[src/rtl/screenchar_write_arbiter.sv]
// Round-robin burst arbiter for the single write port of the screen character memory.
// Producers (velocity/angle digit writer, terminal printer, targets printer, ...) stream
// (char_index, char_data) beats over a valid/ready handshake. A whole burst is granted to
// one producer at a time, and every accepted beat is replayed on the memory write port
// one cycle later from registers.
//
// Ports:
//   clock          rising-edge system clock
//   resetn         asynchronous active-low reset
//   req_valid      per-requester beat valid
//   req_last       per-requester final beat of burst (qualified by valid)
//   req_addr       packed char indices, requester i at [i*ADDR_W +: ADDR_W]
//   req_data       packed char codes, same packing
//   req_ready      one-hot ready to the current owner; beat accepted on valid & ready
//   mem_wren       memory write enable (registered)
//   mem_wraddress  memory write address (registered)
//   mem_data       memory write data (registered)
//   busy           a burst grant is active
//   grant_id       index of the current / last owner
module screenchar_write_arbiter #(
  parameter int unsigned NUM_REQ      = 3,
  parameter int unsigned ADDR_W       = 8,
  parameter int unsigned DATA_W       = 8,
  parameter int unsigned MAX_BURST    = 64,
  parameter int unsigned IDLE_TIMEOUT = 16
) (
  input  logic                       clock,
  input  logic                       resetn,
  input  logic [NUM_REQ-1:0]         req_valid,
  input  logic [NUM_REQ-1:0]         req_last,
  input  logic [NUM_REQ*ADDR_W-1:0]  req_addr,
  input  logic [NUM_REQ*DATA_W-1:0]  req_data,
  output logic [NUM_REQ-1:0]         req_ready,
  output logic                       mem_wren,
  output logic [ADDR_W-1:0]          mem_wraddress,
  output logic [DATA_W-1:0]          mem_data,
  output logic                       busy,
  output logic [2:0]                 grant_id
);

  localparam logic [7:0] MaxBeats  = 8'(MAX_BURST);
  localparam logic [7:0] IdleLimit = 8'(IDLE_TIMEOUT);

  typedef enum logic [1:0] {StIdle, StBurst, StRelease} state_e;

  state_e               state_q;
  logic [2:0]           rr_ptr_q;
  logic [2:0]           owner_q;
  logic [7:0]           beat_cnt_q;
  logic [7:0]           idle_cnt_q;
  logic [NUM_REQ-1:0]   ready_q;
  logic                 wren_q;
  logic [ADDR_W-1:0]    wraddr_q;
  logic [DATA_W-1:0]    wrdata_q;
  logic                 busy_q;

  // Round-robin scan: first valid requester at or after rr_ptr, wrapping.
  logic                 found;
  logic [2:0]           pick;
  logic [NUM_REQ-1:0]   pick_onehot;
  int unsigned          idx;

  always_comb begin
    found       = 1'b0;
    pick        = 3'd0;
    idx         = 0;
    pick_onehot = '0;
    for (int unsigned k = 0; k < NUM_REQ; k++) begin
      idx = (32'(rr_ptr_q) + k) % NUM_REQ;
      for (int unsigned i = 0; i < NUM_REQ; i++) begin
        if (!found && (i == idx) && req_valid[i]) begin
          found = 1'b1;
          pick  = 3'(i);
        end
      end
    end
    for (int unsigned i = 0; i < NUM_REQ; i++) begin
      pick_onehot[i] = (pick == 3'(i));
    end
  end

  // Owner's request signals.
  logic              own_valid;
  logic              own_last;
  logic [ADDR_W-1:0] own_addr;
  logic [DATA_W-1:0] own_data;

  always_comb begin
    own_valid = 1'b0;
    own_last  = 1'b0;
    own_addr  = '0;
    own_data  = '0;
    for (int unsigned i = 0; i < NUM_REQ; i++) begin
      if (owner_q == 3'(i)) begin
        own_valid = req_valid[i];
        own_last  = req_last[i];
        own_addr  = req_addr[i*ADDR_W +: ADDR_W];
        own_data  = req_data[i*DATA_W +: DATA_W];
      end
    end
  end

  logic [7:0] beat_cnt_inc;
  logic [7:0] idle_cnt_inc;
  logic [2:0] owner_next;

  assign beat_cnt_inc = beat_cnt_q + 8'd1;
  assign idle_cnt_inc = idle_cnt_q + 8'd1;
  assign owner_next   = (owner_q == 3'(NUM_REQ - 1)) ? 3'd0 : owner_q + 3'd1;

  always_ff @(posedge clock or negedge resetn) begin
    if (!resetn) begin
      state_q    <= StIdle;
      rr_ptr_q   <= 3'd0;
      owner_q    <= 3'd0;
      beat_cnt_q <= 8'd0;
      idle_cnt_q <= 8'd0;
      ready_q    <= '0;
      wren_q     <= 1'b0;
      wraddr_q   <= '0;
      wrdata_q   <= '0;
      busy_q     <= 1'b0;
    end else begin
      // A write is issued only in the cycle right after an accepted beat.
      wren_q <= 1'b0;
      unique case (state_q)
        StIdle: begin
          if (found) begin
            owner_q <= pick;
            busy_q  <= 1'b1;
            ready_q <= pick_onehot;
            state_q <= StBurst;
          end
        end
        StBurst: begin
          if (own_valid) begin
            wren_q     <= 1'b1;
            wraddr_q   <= own_addr;
            wrdata_q   <= own_data;
            beat_cnt_q <= beat_cnt_inc;
            idle_cnt_q <= 8'd0;
            // Ready drops on the accepting edge so no beat past the release is taken.
            if (own_last || (beat_cnt_inc == MaxBeats)) begin
              ready_q <= '0;
              state_q <= StRelease;
            end
          end else begin
            idle_cnt_q <= idle_cnt_inc;
            if (idle_cnt_inc == IdleLimit) begin
              ready_q <= '0;
              state_q <= StRelease;
            end
          end
        end
        StRelease: begin
          busy_q     <= 1'b0;
          rr_ptr_q   <= owner_next;
          beat_cnt_q <= 8'd0;
          idle_cnt_q <= 8'd0;
          state_q    <= StIdle;
        end
        default: state_q <= StIdle;
      endcase
    end
  end

  assign req_ready     = ready_q;
  assign mem_wren      = wren_q;
  assign mem_wraddress = wraddr_q;
  assign mem_data      = wrdata_q;
  assign busy          = busy_q;
  assign grant_id      = owner_q;

endmodule

[config.mk]
export PLATFORM = sky130hd
export DESIGN_NAME = screenchar_write_arbiter
export DESIGN_NICKNAME = d
export VERILOG_FILES = /design/src/rtl/screenchar_write_arbiter.sv
export SDC_FILE = /design/constraint.sdc
export NUM_CORES = 1
export LEC_CHECK = 0
export ABC_AREA = 1
export CAP_MARGIN = 20
export CORE_MARGIN = 4
export CORE_UTILIZATION = 49
export CTS_CLUSTER_SIZE = 10
export DETAILED_ROUTE_END_ITERATION = 8
export PLACE_DENSITY_LB_ADDON = 0.2
export SYNTH_ARGS = -nofsm -noshare
export SYNTH_HDL_FRONTEND = slang
export SYNTH_SLANG_ARGS = --single-unit
[constraint.sdc]
create_clock -name clock -period 4.45 [get_ports clock]
set_input_delay 0.6675 -clock clock [delete_from_list [all_inputs] [get_ports clock]]
set_output_delay 0.6675 -clock clock [all_outputs]
set_load 0.1 [all_outputs]
==> flow_metrics.py <==
metrics = {
    "global_routing": {
        "met2_usage_pct": 39.04,
        "grt_pass1_vias": 3380,
        "grt.met1_usage_pct": 27.41,
        "grt_max_degree": 45,
        "grt_antenna_before_repair": 0,
        "top_usage_layer": "met2",
        "gr-usage-met3_pct": 3.833,
        "grt_pass1_wl_mm": 15.05,
        "overflow": 0,
        "grt_usage_pct": 21.55,
    },
    "synth": {
        "synthAdderAreaFrac_pct": 8.925,
        "synth_cells": 485,
        "synth-seq-cells": 44,
        "syn_nets": 565,
        "synth_top_family_by_area": "simple AND/OR/NAND/NOR gates",
        "yosysWarnings": 0,
        "ys_types": 36,
        "netlist_area_sq_mm": 0.003364,
        "synthSimpleGateAreaFrac_pct": 33.32,
        "synthXorXnorAreaFrac_pct": 2.864,
        "avgSynthCellArea_sq_um": 6.937,
        "synth.mux.area_fraction_pct": 0,
        "synth-seq-area-share_pct": 32.73,
        "synth_compound_area_share_pct": 13.02,
    },
    "cts": {
        "tritoncts": "done",
        "postCtsHoldBufs": 0,
        "clock-root-buffer": "clkbuf_8",
        "clockBufferDepth": 2,
        "numCtsBuffers": 5,
        "clk_latency_ns": 0.30,
        "cts_sinks": 44,
        "h-tree-depth": 2,
        "cts_setup_buffers": 0,
        "clk_pin_slew_worst_paths_ns": 0.09,
    },
    "sta": {
        "setup_viol": 0,
        "hold_violations": 0,
        "max-slew-margin-rel_pct": 30.47,
        "slew_viol_final": 0,
        "rsz0062_at_grt": "false",
        "setup_slack_ns": 0.4581,
        "worst_pin_slew_ns": 1.040,
        "setup_tns_ns": 0,
        "clock_skew_ns": 0.007831,
        "fin_crit_ns": 3.992,
        "post-route-period-util_pct": 89.71,
        "fmax_mhz": 250.5,
    },
    "cells_and_area": {
        "drive_above_1_share_pct": 6.383,
        "post-route-cell-area_sq_mm": 0.004387,
        "syn_to_final_growth_pct": 30.38,
        "num-fill-cells": 554,
        "multi_input_area_sq_mm": 0.001959,
        "ff_latch_area_sq_mm": 0.001102,
        "final_nets": 643,
        "diodes": 0,
        "fin_util_pct": 67.54,
    },
    "placed_design": {
        "placed_area_sq_mm": 0.004207,
        "gp_congestion": 0.8734,
        "place_hpwl_mm": 6.904,
        "portBuffers": 78,
        "preCtsSetupSlack_ns": 0.5165,
    },
    "die": {
        "ios": 80,
        "rows": 29,
        "die_y_um": 90.87,
        "core_area_sq_mm": 0.006495,
        "die_w_um": 90.87,
        "die_area_sq_mm": 0.008256,
        "start_util_pct": 51.80,
    },
    "routing": {
        "routed_wl_mm": 8.843,
        "drc_errors": 0,
        "ant_nets": 0,
        "drt_first_pass_iters": 5,
        "dr_total_vias": 3482,
        "wl_per_cell_um": 13.80,
        "routed_via_density": 5.432,
        "drtIter0Drc": 171,
    },
    "setup_path": {
        "crit_path_start_kind": "flip-flop",
        "cp-end-kind": "flip-flop",
        "critical_path.max_fanout": 11,
        "crit_type": "reg -> reg",
        "required_ns": 4.64,
        "cp.arrival_ns": 4.19,
    },
    "status": {
        "outcome": "completed",
    },
    "hold_path": {
        "hp-class": "in -> async",
    },
    "flow_run": {
        "max_cap_violations": 0,
    },
}
cells in the mapped netlist (all sizes together):
library cell	n	area share (%)
a41oi	16	4.2
o41ai	1	0.26
ha	24	8.9
nand4	14	2.8
clkinv	2	0.22
o22ai	9	1.7
a21oi	11	1.7
a21boi	2	0.45
o2111ai	1	0.26
xor2	10	2.6
o211ai	3	0.67
nor2	55	6.4
or2	1	0.19
dfrtp	44	33
nor3	4	0.60
clkbuf	7	0.78
o21ai	23	3.5
conb	1	0.11
inv	67	7.5
buf	3	0.56
nand3	38	6.0
nand2	146	17
xnor2	1	0.26
and2	1	0.19
a22o	1	0.26
what timing repair did:
item | 4_1_cts | 5_1_grt
hold endpoints to repair | 0 | 0
setup endpoints to repair | 0 | 2
resized for setup | 0 | 1
critical path: stages, from the launching register on:
cell and delay, ns:
dfrtp_1 0.57, ha_1 0.29, nand2_2 0.10, inv_2 0.14, nor2_2 0.07, ha_1 0.21
ha_1 0.21, inv_1 0.16, nand4_1 0.13, and2_1 0.20, ha_1 0.25, inv_1 0.10
o21ai_0 0.10, a21oi_1 0.13, nand3_1 0.09, a21boi_0 0.21, nand3_1 0.11, nor2_1 0.11
nand3_1 0.09, nand2_1 0.11, nor2_2 0.06, nand2_1 0.06, nor2_1 0.04, nand4_1 0.09
nand3_1 0.13, nand2_1 0.09, nand2_1 0.05
layer usage:
metal | wire length (um) | vias up | share of wire, %
li1 | - | 1741 | -
met1 | 3783 | 1631 | 43
met2 | 4444 | 103 | 50
met3 | 569 | 7 | 6.4
met4 | 46 | 0 | 0.52
met5 | 0 | - | 0
final timing paths:
kind                              start            to  slack, ns  cells past startpoint
max in group asynchronous        resetn   rr_ptr_q[0]       3.85                      2
min                              resetn   grant_id[0]       0.17                      1
max reg2reg                 rr_ptr_q[1]  req_ready[0]       0.46                     26
min reg2reg                req_ready[0]  req_ready[0]       0.50                      2
max                         rr_ptr_q[1]  req_ready[0]       0.46                     26
min in group clock         req_ready[0]  req_ready[0]       0.50                      2
final cells by class:
cell class	count	share of cell area, %
Multi-Input combinational cell	362	44.67
Sequential cell	44	25.13
Timing Repair Buffer	81	18.48
Inverter	69	5.904
Tap cell	77	2.196
Clock inverter	3	2.054
Clock buffer	5	1.569
flip-flops by register name, summed over array words and instances, names as in the netlist:
name           count
beat_cnt_q         8
busy               1
grant_id           2
idle_cnt_q         8
mem_data           8
mem_wraddress      8
mem_wren           1
req_ready          3
rr_ptr_q           3
state_q            2
layout by cell type (no fill, tap or decap), drive strengths merged:
master and n:
nand4 14, o2111ai 1, o211ai 3, nor3 4
dfrtp 44, nand2 146, a22o 1, xnor2 1
conb 1, clkinv 2, nand3 38, clkdlybuf4s50 77
nor2 55, ha 24, inv 67, o22ai 9
o21ai 23, a21oi 11, or2 1, a21boi 2
buf 4, clkbuf 5, and2 1, o41ai 1
xor2 10, a41oi 16, bufinv 3
cell families (layout without fill, tap and decap cells):
logic type,count (synthesis),in the layout
AOI/OAI and AO/OA,67,67
xor gates and xnor gates,11,11
adders and majority gates,24,24
buffers and inverters,79,158
DFF,44,44
other,1,1
and+or+nand+nor,259,259
through the flow:
stage          std cells  hold WS (ns)
6_report             641        0.1653
5_1_grt              641        0.1556
4_1_cts              640        0.5007
3_5_place_dp         632        0.4777
3_3_place_gp         632        0.4699
2_1_floorplan        485        0.3719
Power is not shown: default switching activity piles up to over one toggle a cycle in this logic, so the estimate is an artifact.
